<file path="config.mk">
export PLATFORM = sky130hd
export DESIGN_NAME = ni_flit_injector
export DESIGN_NICKNAME = d
export VERILOG_FILES = /design/src/rtl/ni_flit_injector.sv
export SDC_FILE = /design/constraint.sdc
export NUM_CORES = 1
export LEC_CHECK = 0
export CORE_UTILIZATION = 49
export CTS_CLUSTER_DIAMETER = 50
export CTS_CLUSTER_SIZE = 10
export DETAILED_ROUTE_END_ITERATION = 16
export GPL_ROUTABILITY_DRIVEN = 0
export PLACE_DENSITY = 0.85
export SKIP_CTS_REPAIR_TIMING = 1
export SYNTH_ARGS = -nofsm -noshare
export SYNTH_HDL_FRONTEND = slang
export SYNTH_SLANG_ARGS = --single-unit
</file>
<file path="constraint.sdc">
create_clock -name clk -period 4.1 [get_ports clk]
set_clock_uncertainty 0.2 [all_clocks]
set_input_delay 0.82 -clock clk [delete_from_list [all_inputs] [get_ports clk]]
set_output_delay 0.82 -clock clk [all_outputs]
set_load 0.02 [all_outputs]
</file>
<file path="src/rtl/ni_flit_injector.sv">
// Network-interface transmitter: turns core packet requests into head/body/tail
// flits and drives them over a req / on-off link into a router input port.
module ni_flit_injector #(
  parameter int unsigned DATA_W  = 32,
  parameter int unsigned COORD_W = 3,
  parameter int unsigned LEN_W   = 4,
  parameter int unsigned SRC_X   = 0,
  parameter int unsigned SRC_Y   = 0
) (
  input  logic                clk,
  input  logic                reset_n,
  input  logic                i_pkt_valid,
  output logic                o_pkt_ready,
  input  logic [COORD_W-1:0]  i_dst_x,
  input  logic [COORD_W-1:0]  i_dst_y,
  input  logic [LEN_W-1:0]    i_len,
  input  logic                i_data_valid,
  output logic                o_data_ready,
  input  logic [DATA_W-1:0]   i_data,
  input  logic                i_on_off,
  output logic                o_upstream_req,
  output logic [DATA_W+1:0]   o_flit,
  output logic                o_busy,
  output logic [15:0]         o_pkt_count
);

  localparam int unsigned FLIT_W = DATA_W + 2;
  localparam int unsigned CNT_W  = 16;

  localparam logic [1:0] TYPE_BODY = 2'b00;
  localparam logic [1:0] TYPE_HEAD = 2'b01;
  localparam logic [1:0] TYPE_TAIL = 2'b10;
  localparam logic [1:0] TYPE_HT   = 2'b11;

  typedef enum logic [1:0] {
    ST_IDLE = 2'd0,
    ST_HEAD = 2'd1,
    ST_BODY = 2'd2
  } state_e;

  state_e               state_q, state_d;
  logic [COORD_W-1:0]   dst_x_q, dst_x_d;
  logic [COORD_W-1:0]   dst_y_q, dst_y_d;
  logic [LEN_W-1:0]     len_q, len_d;
  logic [LEN_W-1:0]     remaining_q, remaining_d;
  logic                 req_q, req_d;
  logic [FLIT_W-1:0]    flit_q, flit_d;
  logic [CNT_W-1:0]     pkt_count_q, pkt_count_d;
  logic                 busy_q, busy_d;
  logic                 pkt_ready_q, pkt_ready_d;
  logic [DATA_W-1:0]    head_payload;

  // Head payload, LSB first: len, src_y, src_x, dst_y, dst_x; upper bits zero.
  assign head_payload = DATA_W'({dst_x_q, dst_y_q, COORD_W'(SRC_X),
                                 COORD_W'(SRC_Y), len_q});

  // The receiver's on_off gates payload acceptance in the same cycle.
  assign o_data_ready = (state_q == ST_BODY) && i_on_off;

  always_comb begin
    state_d     = state_q;
    dst_x_d     = dst_x_q;
    dst_y_d     = dst_y_q;
    len_d       = len_q;
    remaining_d = remaining_q;
    req_d       = 1'b0;
    flit_d      = flit_q;
    pkt_count_d = pkt_count_q;

    case (state_q)
      ST_IDLE: begin
        if (i_pkt_valid) begin
          dst_x_d = i_dst_x;
          dst_y_d = i_dst_y;
          len_d   = i_len;
          state_d = ST_HEAD;
        end
      end
      ST_HEAD: begin
        if (i_on_off) begin
          req_d = 1'b1;
          if (len_q == '0) begin
            flit_d      = {TYPE_HT, head_payload};
            pkt_count_d = pkt_count_q + CNT_W'(1);
            state_d     = ST_IDLE;
          end else begin
            flit_d      = {TYPE_HEAD, head_payload};
            remaining_d = len_q;
            state_d     = ST_BODY;
          end
        end
      end
      ST_BODY: begin
        if (i_data_valid && i_on_off) begin
          req_d       = 1'b1;
          remaining_d = remaining_q - LEN_W'(1);
          if (remaining_q == LEN_W'(1)) begin
            flit_d      = {TYPE_TAIL, i_data};
            pkt_count_d = pkt_count_q + CNT_W'(1);
            state_d     = ST_IDLE;
          end else begin
            flit_d = {TYPE_BODY, i_data};
          end
        end
      end
      default: state_d = ST_IDLE;
    endcase

    busy_d      = (state_d != ST_IDLE);
    pkt_ready_d = (state_d == ST_IDLE);
  end

  always_ff @(posedge clk or negedge reset_n) begin
    if (!reset_n) begin
      state_q     <= ST_IDLE;
      dst_x_q     <= '0;
      dst_y_q     <= '0;
      len_q       <= '0;
      remaining_q <= '0;
      req_q       <= 1'b0;
      flit_q      <= '0;
      pkt_count_q <= '0;
      busy_q      <= 1'b0;
      pkt_ready_q <= 1'b1;
    end else begin
      state_q     <= state_d;
      dst_x_q     <= dst_x_d;
      dst_y_q     <= dst_y_d;
      len_q       <= len_d;
      remaining_q <= remaining_d;
      req_q       <= req_d;
      flit_q      <= flit_d;
      pkt_count_q <= pkt_count_d;
      busy_q      <= busy_d;
      pkt_ready_q <= pkt_ready_d;
    end
  end

  assign o_upstream_req = req_q;
  assign o_flit         = flit_q;
  assign o_pkt_count    = pkt_count_q;
  assign o_busy         = busy_q;
  assign o_pkt_ready    = pkt_ready_q;

endmodule
</file>
Word-level counts from Yosys, hierarchy flattened
Index checks and enable logic that the tools add are counted.

Register bits after elaboration: 69. Input port bits: 47. Output and inout port bits: 54. Word-level logic and storage cells: 54.

Add/subtract/negate cells: 2. Equality and inequality tests: 8. Mux-type cells: 23. Reductions and logical operators: 11.

Operators with widths (count): 34-bit 2-to-1 mux (4); 34-bit one-hot mux with 2 select lines (1); 16-bit 2-to-1 mux (4); 16-bit one-hot mux with 2 select lines (1); 16-bit by 1-bit adder with 16-bit output (second input constant) (1); 4-bit 2-to-1 mux (3); 2-bit 2-to-1 mux (5); 4-bit one-hot mux with 2 select lines (1); 2-bit != test (second input constant) (3); 2-bit one-hot mux with 3 select lines (1); 5-bit AND reduction (1); 4-bit by 1-bit equality test with 1-bit output (second input constant) (1); 2-bit zero test (2); 4-bit zero test (1); 2-bit by 1-bit != test with 1-bit output (second input constant) (2); 4-bit AND reduction (1); 2-bit nonzero test (2); 4-bit by 1-bit subtractor with 4-bit output (second input constant) (1); 3-bit AND reduction (1); 2-bit by 1-bit equality test with 1-bit output (second input constant) (1); 2-bit equality test (second input constant) (1); 1-bit logical AND (2); 1-bit 2-to-1 mux (2); 1-bit one-hot mux with 2 select lines (1); 2-bit AND reduction (1).

Depth between registers and ports, before layout
Gate-level depths: netlist of the first run.

Word-level depth: 5. Depth in mapped cells: 7. Gate-level depth less buffers: 6.

Worst setup path after synthesis of the first run
Ideal clock, no wire load.

Path kind: register -> output. From: register state_q[0]. To: output o_data_ready. Arrival: 1.600 ns. Required time: 3.080 ns. Setup slack: 1.480 ns. Cell stages (with the launch flop): 6. Path buffers: 2. Cells stage by stage: dfrtp_1 -> inv_1 -> ha_1 -> buf_2 -> buf_1 -> and2_1.

Longest elaborated chain between the ends: 2.

RTL lines: start, declared (line 41) `state_e state_q, state_d;`; start signal, assigned (line 126) `state_q <= state_d;`; 2-bit equality test (line 58) `assign o_data_ready = (state_q == ST_BODY) && i_on_off;`; 1-bit logical AND (line 58); end, declared (line 18) `output logic o_data_ready,`.

No other way between the ends.

Worst setup path in the final report of the first run
From: input i_on_off. To: output o_data_ready.

Longest elaborated chain between the ends: 1.

RTL lines: start, declared (line 20) `input logic i_on_off,`; 1-bit logical AND (line 58).

No other way between the ends.

==> flow_metrics.tcl, run 1 <==
set metrics [dict create \
    setup_tns_ns 0 \
    clock.fmax_ghz 0.312 \
    n_fill_cell 416 \
    leakage_nw 1.85 \
    min_path_type "reg2reg" \
    fin_nets 400 \
    netlist-cell-type-count 48 \
    setup_viol 0 \
    cap_viol_max_count 0 \
    grt_max_degree 46 \
    vias 2361 \
    worstPathCellList "clkdlybuf4s50_1, and2_1, clkdlybuf4s50_1" \
    worstMarginPinSlew_ns 1.02 \
    cp_max_fo 8 \
    synthArstFlopShare_pct 100 \
    cts_buffers 9 \
    status "finished, final reports clean" \
    synth_ff_type "dfrtp_1" \
    combPwrFrac_pct 43.2 \
    switchingPower_w 0.00109 \
    seq_area_frac_synth_pct 56.9 \
    ys_seq_elements 69 \
    final_common_cell "clkdlybuf4s50_1" \
    worstSetupEndpointType "output port" \
    post-route-drc-count 0 \
    cts_sinks 69 \
    area_growth_pct 42.7 \
    first_pass_iters 4 \
    port_buffers 100 \
    yosysWarnings 0 \
    core-area_mm2 0.00596 \
    ioPinCount 101 \
    power_frac_seq_pct 35.6 \
    stdcell_count 426 \
    critPathKind "in2out" \
    clock_latency_ns 0.34 \
    die_area_mm2 0.00652 \
    period_minus_slack_ns 3.20 \
    path_buf_inv 2 \
    p_int_w 0.00186 \
    syn_nets 296 \
    final_max_slew_viol_count 0 \
    synth_top_area_share_pct 56.0 \
    syn_area_mm2 0.00304 \
    wl_per_cell_um 16.7 \
    ys_top_cells_by_area "dfrtp_1 (56%), a22o_1 (6.3%), mux2_2 (3.7%)" \
    antenna_cells 0 \
    post-place-cells 410 \
    worst_setup_path_start_kind "input pin" \
    hold_violations 0 \
    clk_pin_slew_ns 0.07 \
    h-tree-depth 3 \
    rsz0062_at_grt "false" \
    grt_pass1_vias 2427 \
    yosys.area.top_type "dfrtp_1" \
    max-slew-margin-rel_pct 31.8 \
    syn_inst 242 \
    synth_edf_count 0 \
    antenna_found_initial 0 \
    netSwitchingFraction_pct 37.0 \
    final_layout_size_suffix_gt1_share_pct 10.8 \
    ant_nets 0 \
    root_buffer "clkbuf_8" \
    crit_required_ns 3.08 \
    crit_top_cell "clkdlybuf4s50_1" \
    cellPowerDensity_mw_per_mm2 682 \
    dr.first_iter.drc_count 109 \
    clockPowerShare_pct 21.2 \
    cts_tree "yes" \
    min_period_over_period_pct 78.1 \
    peakVddDrop_v 0.000402 \
    drt_wl_total_um 7110 \
    viasPerCell 5.54 \
    syn_avg_cell_area_um2 12.5 \
    cts_buffer_depth 2 \
    overflow 0 \
    rows 28 \
    hpwl_um 4980 \
    start_util_pct 51.0 \
    die_h_um 80.7 \
    dieWidth_um 80.7 \
    grt_pass1_wl_um 11400 \
    slowest_stage "clkdlybuf4s50_1" \
    grtUsageTotal_pct 23.8 \
    cp_top_family "buffers and inverters" \
    final_cell_mix "clkdlybuf4s50_1 (99), dfrtp_1 (68), a22o_1 (22), nand2_1 (13)" \
    cp.arrival_ns 2.18 \
    slowest_delay_ns 0.61 \
]
through the flow:
| step | power [W] | utilization, % | area [um2] | worst slack (ns) | hold slack [ns] |
|---|---|---|---|---|---|
| final | 0.00295 | 72.8 | 4330 | 0.900 | 0.272 |
| after global routing | 0.00314 | 72.8 | 4330 | 0.862 | 0.316 |
| after CTS | 0.00297 | 72.8 | 4330 | 0.891 | 0.276 |
| after detailed placement | 0.00234 | 68.9 | 4110 | 0.899 | 0.263 |
| after global placement | 0.00228 | 68.9 | 4110 | 0.913 | 0.260 |
| after floorplan | 0.00185 | - | 3040 | 1.48 | 0.279 |
synthesized netlist by cell type (3+ instances only):
library cell / number
a221o_1: 6
a22o_1: 22
and2_1: 4
and4_1: 3
buf_2: 4
clkbuf_1: 5
dfrtp_1: 68
ha_1: 7
inv_1: 6
mux2_2: 10
mux2i_1: 6
nand2_1: 13
nand3_1: 7
nand4_1: 9
nor2_1: 5
nor2b_1: 4
nor3b_1: 3
o21ai_0: 4
o21ai_1: 10
xnor2_1: 11
xor2_1: 4
logic make-up after synthesis:
| group | synth area share [%] |
|---|---|
| adder cells (fa/ha/maj) | 2.88 |
| multiplexers | 6.06 |
| AO/OA/AOI/OAI | 15.5 |
| XOR/XNOR | 4.33 |
| flip-flops | 56.9 |
| AND/OR/NAND/NOR | 12.2 |
| buffers and inverters | 2.14 |
state kept, by name, summed over array words and instances, names as in the netlist:
name,flops
remaining_q,4
o_busy,1
len_q,4
dst_x_q,3
o_flit,34
o_pkt_ready,1
dst_y_q,3
o_upstream_req,1
o_pkt_count,16
state_q,2
final cells by class:
type | instances | area (um2) | share of cell area [%]
repair buffers | 103 | 1020 | 23.5
clock inverters | 3 | 67.6 | 1.56
inverters | 6 | 22.5 | 0.520
flip-flops and latches | 69 | 1730 | 39.9
well taps | 75 | 93.8 | 2.17
multi-input cells | 157 | 1240 | 28.7
clock buffers | 13 | 159 | 3.67
power by group through the flow:
stage,clock network (W),registers (W),logic [W]
final,0.000626,0.00105,0.00128
after global routing,0.000661,0.00108,0.00139
after CTS,0.000635,0.00105,0.00129
after detailed placement,0,0.00106,0.00128
after global placement,0,0.00105,0.00123
after floorplan,0,0.00118,0.000673
routing by layer:
| metal | track usage (%) | wire length, um | up-vias |
|---|---|---|---|
| met1 | 29.7 | 3100 | 1164 |
| met2 | 37.4 | 3370 | 87 |
| met5 | 0 | 0 | - |
| met4 | 10.5 | 143 | 0 |
| met3 | 8.18 | 492 | 13 |
| li1 | - | - | 1097 |
final timing paths:
path	from	to	slack, ns	depth (start not counted)
min in group asynchronous	reset_n	o_pkt_count[5]	0.33	1
worst max-delay path	i_on_off	o_data_ready	0.90	3
worst min-delay path	o_pkt_count[15]	o_pkt_count[15]	0.27	1
max in group asynchronous	reset_n	o_flit[31]	2.43	2
worst max register to register	state_q[0]	remaining_q[3]	1.56	8
worst min register to register	o_pkt_count[15]	o_pkt_count[15]	0.27	1
(Power assumes the default switching activity.)
==> run 2: changes to the inputs <==
- CORE_UTILIZATION: 49 -> 41
- PLACE_DENSITY: 0.85 -> 0.76
- clock period: 4.1 -> 2.6 ns (I/O delays scaled with it)
==> run 2 against run 1 <==
Effect of this change: via count down 2.6%; global-route usage down 5.6 points; largest power group unchanged; the run now ends with hold timing left; design area grew 2.1%; utilization down 11 points; flip-flop and latch count unchanged; non-clock buffer count up 5.
==> flow_metrics.tcl, run 2 (synthesis gave the netlist of run 1 again) <==
set metrics [dict create \
    port_buffers 100 \
    cp_top_family "simple AND/OR/NAND/NOR gates" \
    grt_pass1_vias 2157 \
    cp_max_fo 17 \
    rr_worst_depth 7 \
    grt_max_degree 46 \
    first_pass_iters 4 \
    start_util_pct 42.1 \
    clock.fmax_ghz 0.441 \
    switchingPower_w 0.00170 \
    netSwitchingFraction_pct 36.8 \
    worst_setup_path_start_kind "register" \
    cellPowerDensity_mw_per_mm2 1040 \
    min_path_type "in2async" \
    wl_met3_um 255 \
    max-slew-margin-rel_pct 61.0 \
    hpwl_um 5020 \
    worstMarginPinSlew_ns 0.585 \
    status "complete, but fails checks" \
    n_fill_cell 594 \
    grtUsageTotal_pct 18.1 \
    hold_violations 23 \
    power_frac_seq_pct 35.6 \
    final_max_slew_viol_count 0 \
    violations "hold timing" \
    cp.arrival_ns 2.27 \
    fin_nets 405 \
    largest_register_ffs 34 \
    worstSetupEndpointType "register" \
    cap_viol_max_count 0 \
    met1_length_um 3180 \
    ant_nets 0 \
    cts_tree "yes" \
    overflow 0 \
    h-tree-depth 3 \
    area_growth_pct 45.7 \
    slowest_stage "dfrtp_1" \
    clk_pin_slew_ns 0.07 \
    top_layer "met4" \
    die_area_mm2 0.00775 \
    ioPinCount 101 \
    p_int_w 0.00291 \
    placed_area_mm2 0.00420 \
    dr.first_iter.drc_count 87 \
    die_h_um 88.1 \
    root_buffer "clkbuf_8" \
    wl_per_cell_um 15.1 \
    r2r-end "o_pkt_count[1]" \
    rsz0062_at_grt "false" \
    setup_viol 0 \
    r2r-start "state_q[0]" \
    worstPathCellList "inv_1, ha_1, buf_4, a21bo_2, nand4_1, nor2_1, mux2_1" \
    combPwrFrac_pct 44.4 \
    drt_wl_total_um 6890 \
    peakVddDrop_v 0.000687 \
    fin_area_mm2 0.00443 \
    cts_buffer_depth 2 \
    viasPerCell 5.05 \
    clockPowerShare_pct 20.0 \
    final_cell_mix "clkdlybuf4s50_1 (98), dfrtp_1 (68), a22o_1 (22), nand2_1 (13), clkbuf_8 (12)" \
    reg2reg_slack_ns 0.33 \
    dieWidth_um 88.1 \
    cts_buffers 9 \
    rows 31 \
    path_buf_inv 2 \
    antenna_cells 0 \
    final_common_cell "clkdlybuf4s50_1" \
    antenna_found_initial 0 \
    register_area_mm2 0.00173 \
    critPathKind "reg2reg" \
    period_minus_slack_ns 2.27 \
    wl_met2_um 3370 \
    final_layout_size_suffix_gt1_share_pct 12.9 \
    min_period_over_period_pct 87.2 \
    grt_pass1_wl_um 10700 \
    setup_tns_ns 0 \
    cts_sinks 69 \
    clock_latency_ns 0.33 \
    vias 2300 \
    multi_input_area_mm2 0.00125 \
    slowest_delay_ns 0.38 \
    post-route-drc-count 0 \
    fin_hold_ws_ns -0.0151 \
    crit_required_ns 2.61 \
    core-area_mm2 0.00721 \
    leakage_nw 1.90 \
]
run 2: cell types whose count changed in the layout (fill, tap and decap cells not counted), sizes merged:
cell | before | now
bufinv | 2 | 1
clkinvlp | 1 | 2
inv | 6 | 7
dlymetal6s2s | 0 | 1
clkdlybuf4s50 | 99 | 98
clkbuf | 13 | 12
buf | 4 | 9
run 2: worst reg2reg max path, cell delays in order (launching register included):
cell and delay [ns]:
dfrtp_1 0.38, inv_1 0.09, ha_1 0.22, buf_4 0.20, a21bo_2 0.23, nand4_1 0.22
nor2_1 0.24, mux2_1 0.35
run 2: layer usage:
metal,track usage [%],vias to the layer above
met5,0,-
met4,4.84,0
met3,4.90,7
met2,29.7,50
met1,23.9,1135
li1,-,1108
run 2: layout make-up:
type,count,area share (%)
Inverter,6,0.509
Sequential cell,69,39.0
Multi-Input combinational cell,157,28.2
Clock inverter,4,1.22
Timing Repair Buffer,108,24.5
Clock buffer,12,3.73
Tap cell,99,2.80
run 2: worst max path at each step:
stage | cells past startpoint | startpoint | slack (ns) | endpoint
final | 7 | state_q[0] | 0.33 | o_pkt_count[1]
after global routing | 7 | state_q[0] | 0.19 | o_pkt_count[1]
after CTS | 4 | state_q[0] | 0.07 | o_data_ready
after global placement | 3 | i_on_off | 0.12 | o_data_ready
after floorplan | 5 | state_q[0] | 0.28 | o_data_ready
after detailed placement | 5 | i_on_off | 0.12 | remaining_q[3]
run 2: power by group through the flow:
stage	Clock, W	Combinational, W	Sequential [W]
after global placement	0	0.00201	0.00165
after floorplan	0	0.00106	0.00186
after CTS	0.000945	0.00207	0.00165
after global routing	0.000984	0.00225	0.00169
after detailed placement	0	0.00206	0.00166
final	0.000923	0.00205	0.00164
run 2: through the flow:
| stage | cells | setup WS, ns | hold WS, ns | total power (W) | util, % |
|---|---|---|---|---|---|
| after floorplan | 242 | 0.280 | 0.0244 | 0.00292 | - |
| after global placement | 439 | 0.117 | 0.264 | 0.00366 | 58.3 |
| after detailed placement | 439 | 0.117 | 0.268 | 0.00372 | 58.3 |
| after CTS | 455 | 0.0675 | -0.000739 | 0.00466 | 61.3 |
| after global routing | 455 | 0.192 | 0.0231 | 0.00492 | 61.3 |
| final | 455 | 0.332 | -0.0151 | 0.00461 | 61.3 |
==> RTL change 1: new RTL, config.mk and constraints of run 1 <==
Encoding of `state_e`: now one-hot (3 bits for 3 states).
--- a/src/rtl/ni_flit_injector.sv
+++ b/src/rtl/ni_flit_injector.sv
@@ -32,10 +32,10 @@
   localparam logic [1:0] TYPE_TAIL = 2'b10;
   localparam logic [1:0] TYPE_HT   = 2'b11;
 
-  typedef enum logic [1:0] {
-    ST_IDLE = 2'd0,
-    ST_HEAD = 2'd1,
-    ST_BODY = 2'd2
+  typedef enum logic [2:0] {
+    ST_IDLE = 3'b001,
+    ST_HEAD = 3'b010,
+    ST_BODY = 3'b100
   } state_e;
 
   state_e               state_q, state_d;
Function: no difference found for any inputs over 4 cycles, from zero or initial values and one cycle with reset_n low; so few cycles prove little.
==> RTL change 1 against run 1 <==
Wire length up 9.2%; synthesized area up 3.4%; design area is 2.9% higher; total power fell by 9.1%; hold slack is essentially flat; sequential power is essentially flat; sequential cell count grew 1; setup slack got worse by 0.013 ns; sequential share of layout area is 0.55 points lower; critical endpoint unchanged; largest cell class unchanged; highest routed layer unchanged.
==> RTL change 1: results <==
{
  "outcome": "complete, no violations",
  "htreeDepth": 3,
  "rrSetupSlack_ns": 1.77,
  "antenna_found_initial": 0,
  "grt_max_degree": 53,
  "min-delay-start": "o_flit[26]$_DFFE_PN0P_",
  "tightest_slew_ns": 1.14,
  "reg2reg_from": "state_q[0]$_DFF_PN1_",
  "synth.mux.area_fraction_pct": 4.74,
  "drtIter0Drc": 160,
  "grt_first_pass_wirelength_um": 12200,
  "synthAdderAreaFrac_pct": 1.20,
  "grt_pass1_vias": 2606,
  "nFillCells": 423,
  "yosysSeqAreaShare_pct": 55.9,
  "dpl_worst_slack_ns": 0.906,
  "yosys_warnings": 0,
  "dr_total_vias": 2695,
  "grt_usage_pct": 24.2,
  "cp_slowest_cell": "clkdlybuf4s50_1",
  "leakagePower_nw": 1.97,
  "synthTopCellsByCount": "dfrtp_1 (68), nand2_1 (68), nand3_1 (35), nor2_1 (15), buf_2 (12)",
  "root_buffer": "clkbuf_8",
  "critPathMaxFanout": 7,
  "nNetsFinal": 455,
  "drive_gt1_share_pct": 10.7,
  "irDropWorstVdd_mv": 0.345,
  "synthDistinctLibCells": 48,
  "clock_latency_ns": 0.35,
  "cpLargestDelayFamily": "buffers and inverters",
  "synth_compound_area_share_pct": 7.41,
  "place_area_mm2": 0.00419,
  "cp_slowest_stage_delay_ns": 0.62,
  "synthArstFlopShare_pct": 100,
  "largest_reg_flops": 34,
  "fmax_mhz": 311,
  "wire_per_inst_um": 16.0,
  "synthesis.nets": 356,
  "arrival_ns": 2.19,
  "synth-xor-area-share_pct": 4.18,
  "place_hpwl_um": 5200,
  "synthTopCellsByArea": "dfrtp_1 (54%), nand2_1 (8.1%), nand3_1 (5.6%)"
}
## RTL change 1: changes by cell type in the layout (fill, tap and decap cells not counted), moves of 5 or more
cell	run 1	this run
a221o_1	6	0
a22o_1	22	1
a31oi_1	0	10
mux2i_1	6	1
nand2_1	13	68
nand3_1	7	35
nand4_1	9	4
nor2_1	5	15
nor3_1	1	6
o21ai_1	10	0
## RTL change 1: per-layer routing
| layer | wire (µm) | part of all wire, % | up-vias | global-route usage, % |
|---|---|---|---|---|
| met2 | 3900 | 50 | 114 | 39.8 |
| met3 | 552 | 7.1 | 16 | 5.33 |
| met1 | 3120 | 40 | 1301 | 29.3 |
| met5 | 0 | 0 | - | 0 |
| met4 | 192 | 2.5 | 0 | 13.3 |
| li1 | - | - | 1264 | - |
## RTL change 1: final timing paths
| check | end | depth (start not counted) |
|---|---|---|
| min in group asynchronous | o_pkt_count[0]$_DFFE_PN0P_ | 1 |
| hold / removal | o_flit[26]$_DFFE_PN0P_ | 2 |
| max in group asynchronous | remaining_q[3]$_DFFE_PN0P_ | 2 |
| setup / recovery | o_data_ready | 3 |
| hold reg to reg | o_flit[26]$_DFFE_PN0P_ | 2 |
| setup reg to reg | o_pkt_count[15]$_DFFE_PN0P_ | 4 |
## RTL change 1: cell type report
class | instances | share of cell area, %
flip-flops and latches | 70 | 39.3
well taps | 75 | 2.10
multi-input cells | 215 | 29.0
inverters | 4 | 0.337
clock inverters | 6 | 2.97
clock buffers | 10 | 3.09
repair buffers | 105 | 23.2
## RTL change 1: cell families (layout without fill, tap and decap cells)
| family | count (synthesis) | in the layout |
|---|---|---|
| buffers and inverters | 21 | 125 |
| AND/OR/NAND/NOR | 153 | 153 |
| XOR/XNOR | 15 | 15 |
| flip-flops | 70 | 70 |
| AO/OA/AOI/OAI | 31 | 31 |
| adder cells (fa/ha/maj) | 3 | 3 |
| multiplexers | 13 | 13 |
## RTL change 1: where the power goes
part | internal [mW] | total (mW) | switching, mW
registers | 0.887 | 1.05 | 0.159
logic | 0.439 | 0.902 | 0.463
clock network | 0.481 | 0.738 | 0.257
total | 1.81 | 2.69 | 0.878
## RTL change 1: per-stage QoR
stage	instances	power [mW]	util [%]	hold slack (ns)
finish	485	2.69	73.6	0.271
global route	485	2.84	73.6	0.283
CTS	485	2.70	73.6	0.272
detailed placement	469	1.95	69.1	0.256
global placement	469	1.92	69.1	0.249
floorplan	306	1.57	-	0.281
## RTL change 1: worst reg2reg max path, delay by kind of cell (launching register included)
kind	cells	cell delay [ns]
AOI/OAI and AO/OA	1	0.22
xor gates and xnor gates	1	0.17
DFF	1	0.60
and+or+nand+nor	2	1.06
==> RTL change 2: new RTL, flow settings as in run 1 <==
Without the edit above. Set the parameter `COORD_W` to 6 (it was 3).
--- a/src/rtl/ni_flit_injector.sv
+++ b/src/rtl/ni_flit_injector.sv
@@ -2,7 +2,7 @@
 // flits and drives them over a req / on-off link into a router input port.
 module ni_flit_injector #(
   parameter int unsigned DATA_W  = 32,
-  parameter int unsigned COORD_W = 3,
+  parameter int unsigned COORD_W = 6,
   parameter int unsigned LEN_W   = 4,
   parameter int unsigned SRC_X   = 0,
   parameter int unsigned SRC_Y   = 0
Ports: changed (resized i_dst_x and i_dst_y); port bits go from 101 to 107. The function was not compared with the original's and may differ.
==> RTL change 2 against run 1 <==
Critical path depth rose by 1; register-to-register slack got worse by 0.23 ns; sequential cell count rose by 6; setup slack got worse by 0.067 ns; design area rose by 5.3%; die area rose by 6.6%; synthesized area rose by 6.8%; total power rose by 5.2%; critical path type is now reg2out; wire length fell by 1.5%.
==> RTL change 2: results <==
{
  "maxSlewHeadroom_pct": 37.8,
  "outcome": "complete, no violations",
  "viasPerCell": 5.26,
  "grt_first_pass_wirelength_um": 11700,
  "nFillCells": 484,
  "synthDistinctLibCells": 39,
  "arrival_ns": 2.25,
  "synthTopCellsByArea": "dfrtp_1 (57%), mux2_2 (5.6%), a22o_1 (4.3%)",
  "numCtsBuffers": 9,
  "synth.avg_cell_area_um2": 11.8,
  "leakagePower_nw": 2.01,
  "yosysSeqAreaShare_pct": 57.9,
  "critPathMaxFanout": 12,
  "synthTopCellsByCount": "dfrtp_1 (74), nand2_1 (32), o21ai_0 (19), a22o_1 (16), mux2_2 (16)",
  "synth_flop_cell": "dfrtp_1",
  "irDropWorstVdd_mv": 0.480,
  "first_pass_iters": 4,
  "grt_max_degree": 76,
  "fin_cells": 466,
  "place_hpwl_um": 4880,
  "placed_cells": 450,
  "cp-startpoint": "state_q[0]$_DFF_PN0_",
  "htreeDepth": 3,
  "io_buffers": 106,
  "grt_pass1_vias": 2483,
  "grt_usage_pct": 21.4,
  "drt_wl_total_um": 7000,
  "nNetsFinal": 444,
  "drtIter0Drc": 164,
  "synthesis.nets": 336,
  "min-delay-start": "o_pkt_count[15]$_DFFE_PN0P_",
  "clk_pin_slew_ns": 0.07,
  "dpl_worst_slack_ns": 0.957,
  "yosys_warnings": 0,
  "swShare_pct": 37.5,
  "drive_gt1_share_pct": 10.8
}
-- RTL change 2: logic make-up after synthesis --
family | share of synthesized area (%)
fa+ha+maj | 2.70
buf+inv | 2.28
xor+xnor | 4.05
mux | 9.26
simple gates | 13.0
compound gates | 10.8
flops | 57.9
-- RTL change 2: power groups by stage --
stage	combinational (mW)	sequential (mW)	clock (mW)
6_report	1.37	1.18	0.562
5_1_grt	1.49	1.21	0.612
4_1_cts	1.38	1.18	0.574
3_5_place_dp	1.38	1.19	0
3_3_place_gp	1.34	1.18	0
2_1_floorplan	0.699	1.33	0
-- RTL change 2: final cells by class --
class,instances,area share (%)
clock buffers,11,3.10
clock inverters,5,1.15
inverters,8,0.658
multi-input cells,182,28.3
flip-flops and latches,75,41.2
well taps,77,2.11
repair buffers,108,23.5
-- RTL change 2: layer usage --
layer  GRT usage [%]  share of wire (%)  vias up
li1                -                  -     1180
met1            26.2                 44     1182
met2            34.9                 47       80
met3            7.36                7.6       11
met4            8.15                1.6        0
met5               0                  0        -
-- RTL change 2: final timing paths --
| path | endpoint | slack [ns] | cells after the start |
|---|---|---|---|
| worst max-delay path | o_data_ready | 0.83 | 4 |
| worst min-delay path | o_pkt_count[15]$_DFFE_PN0P_ | 0.27 | 1 |
| worst max register to register | o_flit[30]$_DFFE_PN0P_ | 1.33 | 5 |
| worst min register to register | o_pkt_count[15]$_DFFE_PN0P_ | 0.27 | 1 |
| max in group asynchronous | o_pkt_count[7]$_DFFE_PN0P_ | 2.68 | 1 |
| min in group asynchronous | o_pkt_count[1]$_DFFE_PN0P_ | 0.42 | 1 |
-- RTL change 2: worst max-delay path: cells and delay by family (launching register included) --
| family | cells | cell delay, ns |
|---|---|---|
| adder cells (fa/ha/maj) | 1 | 0.58 |
| buffers and inverters | 2 | 0.70 |
| flip-flops | 1 | 0.42 |
| AND/OR/NAND/NOR | 1 | 0.22 |
-- RTL change 2: stage by stage --
step	power, mW	instance area [µm²]	hold WS [ns]
global route	3.32	4560	0.301
global placement	2.51	4370	0.258
floorplan	2.03	3240	0.263
detailed placement	2.57	4370	0.261
finish	3.11	4560	0.272
CTS	3.13	4560	0.271
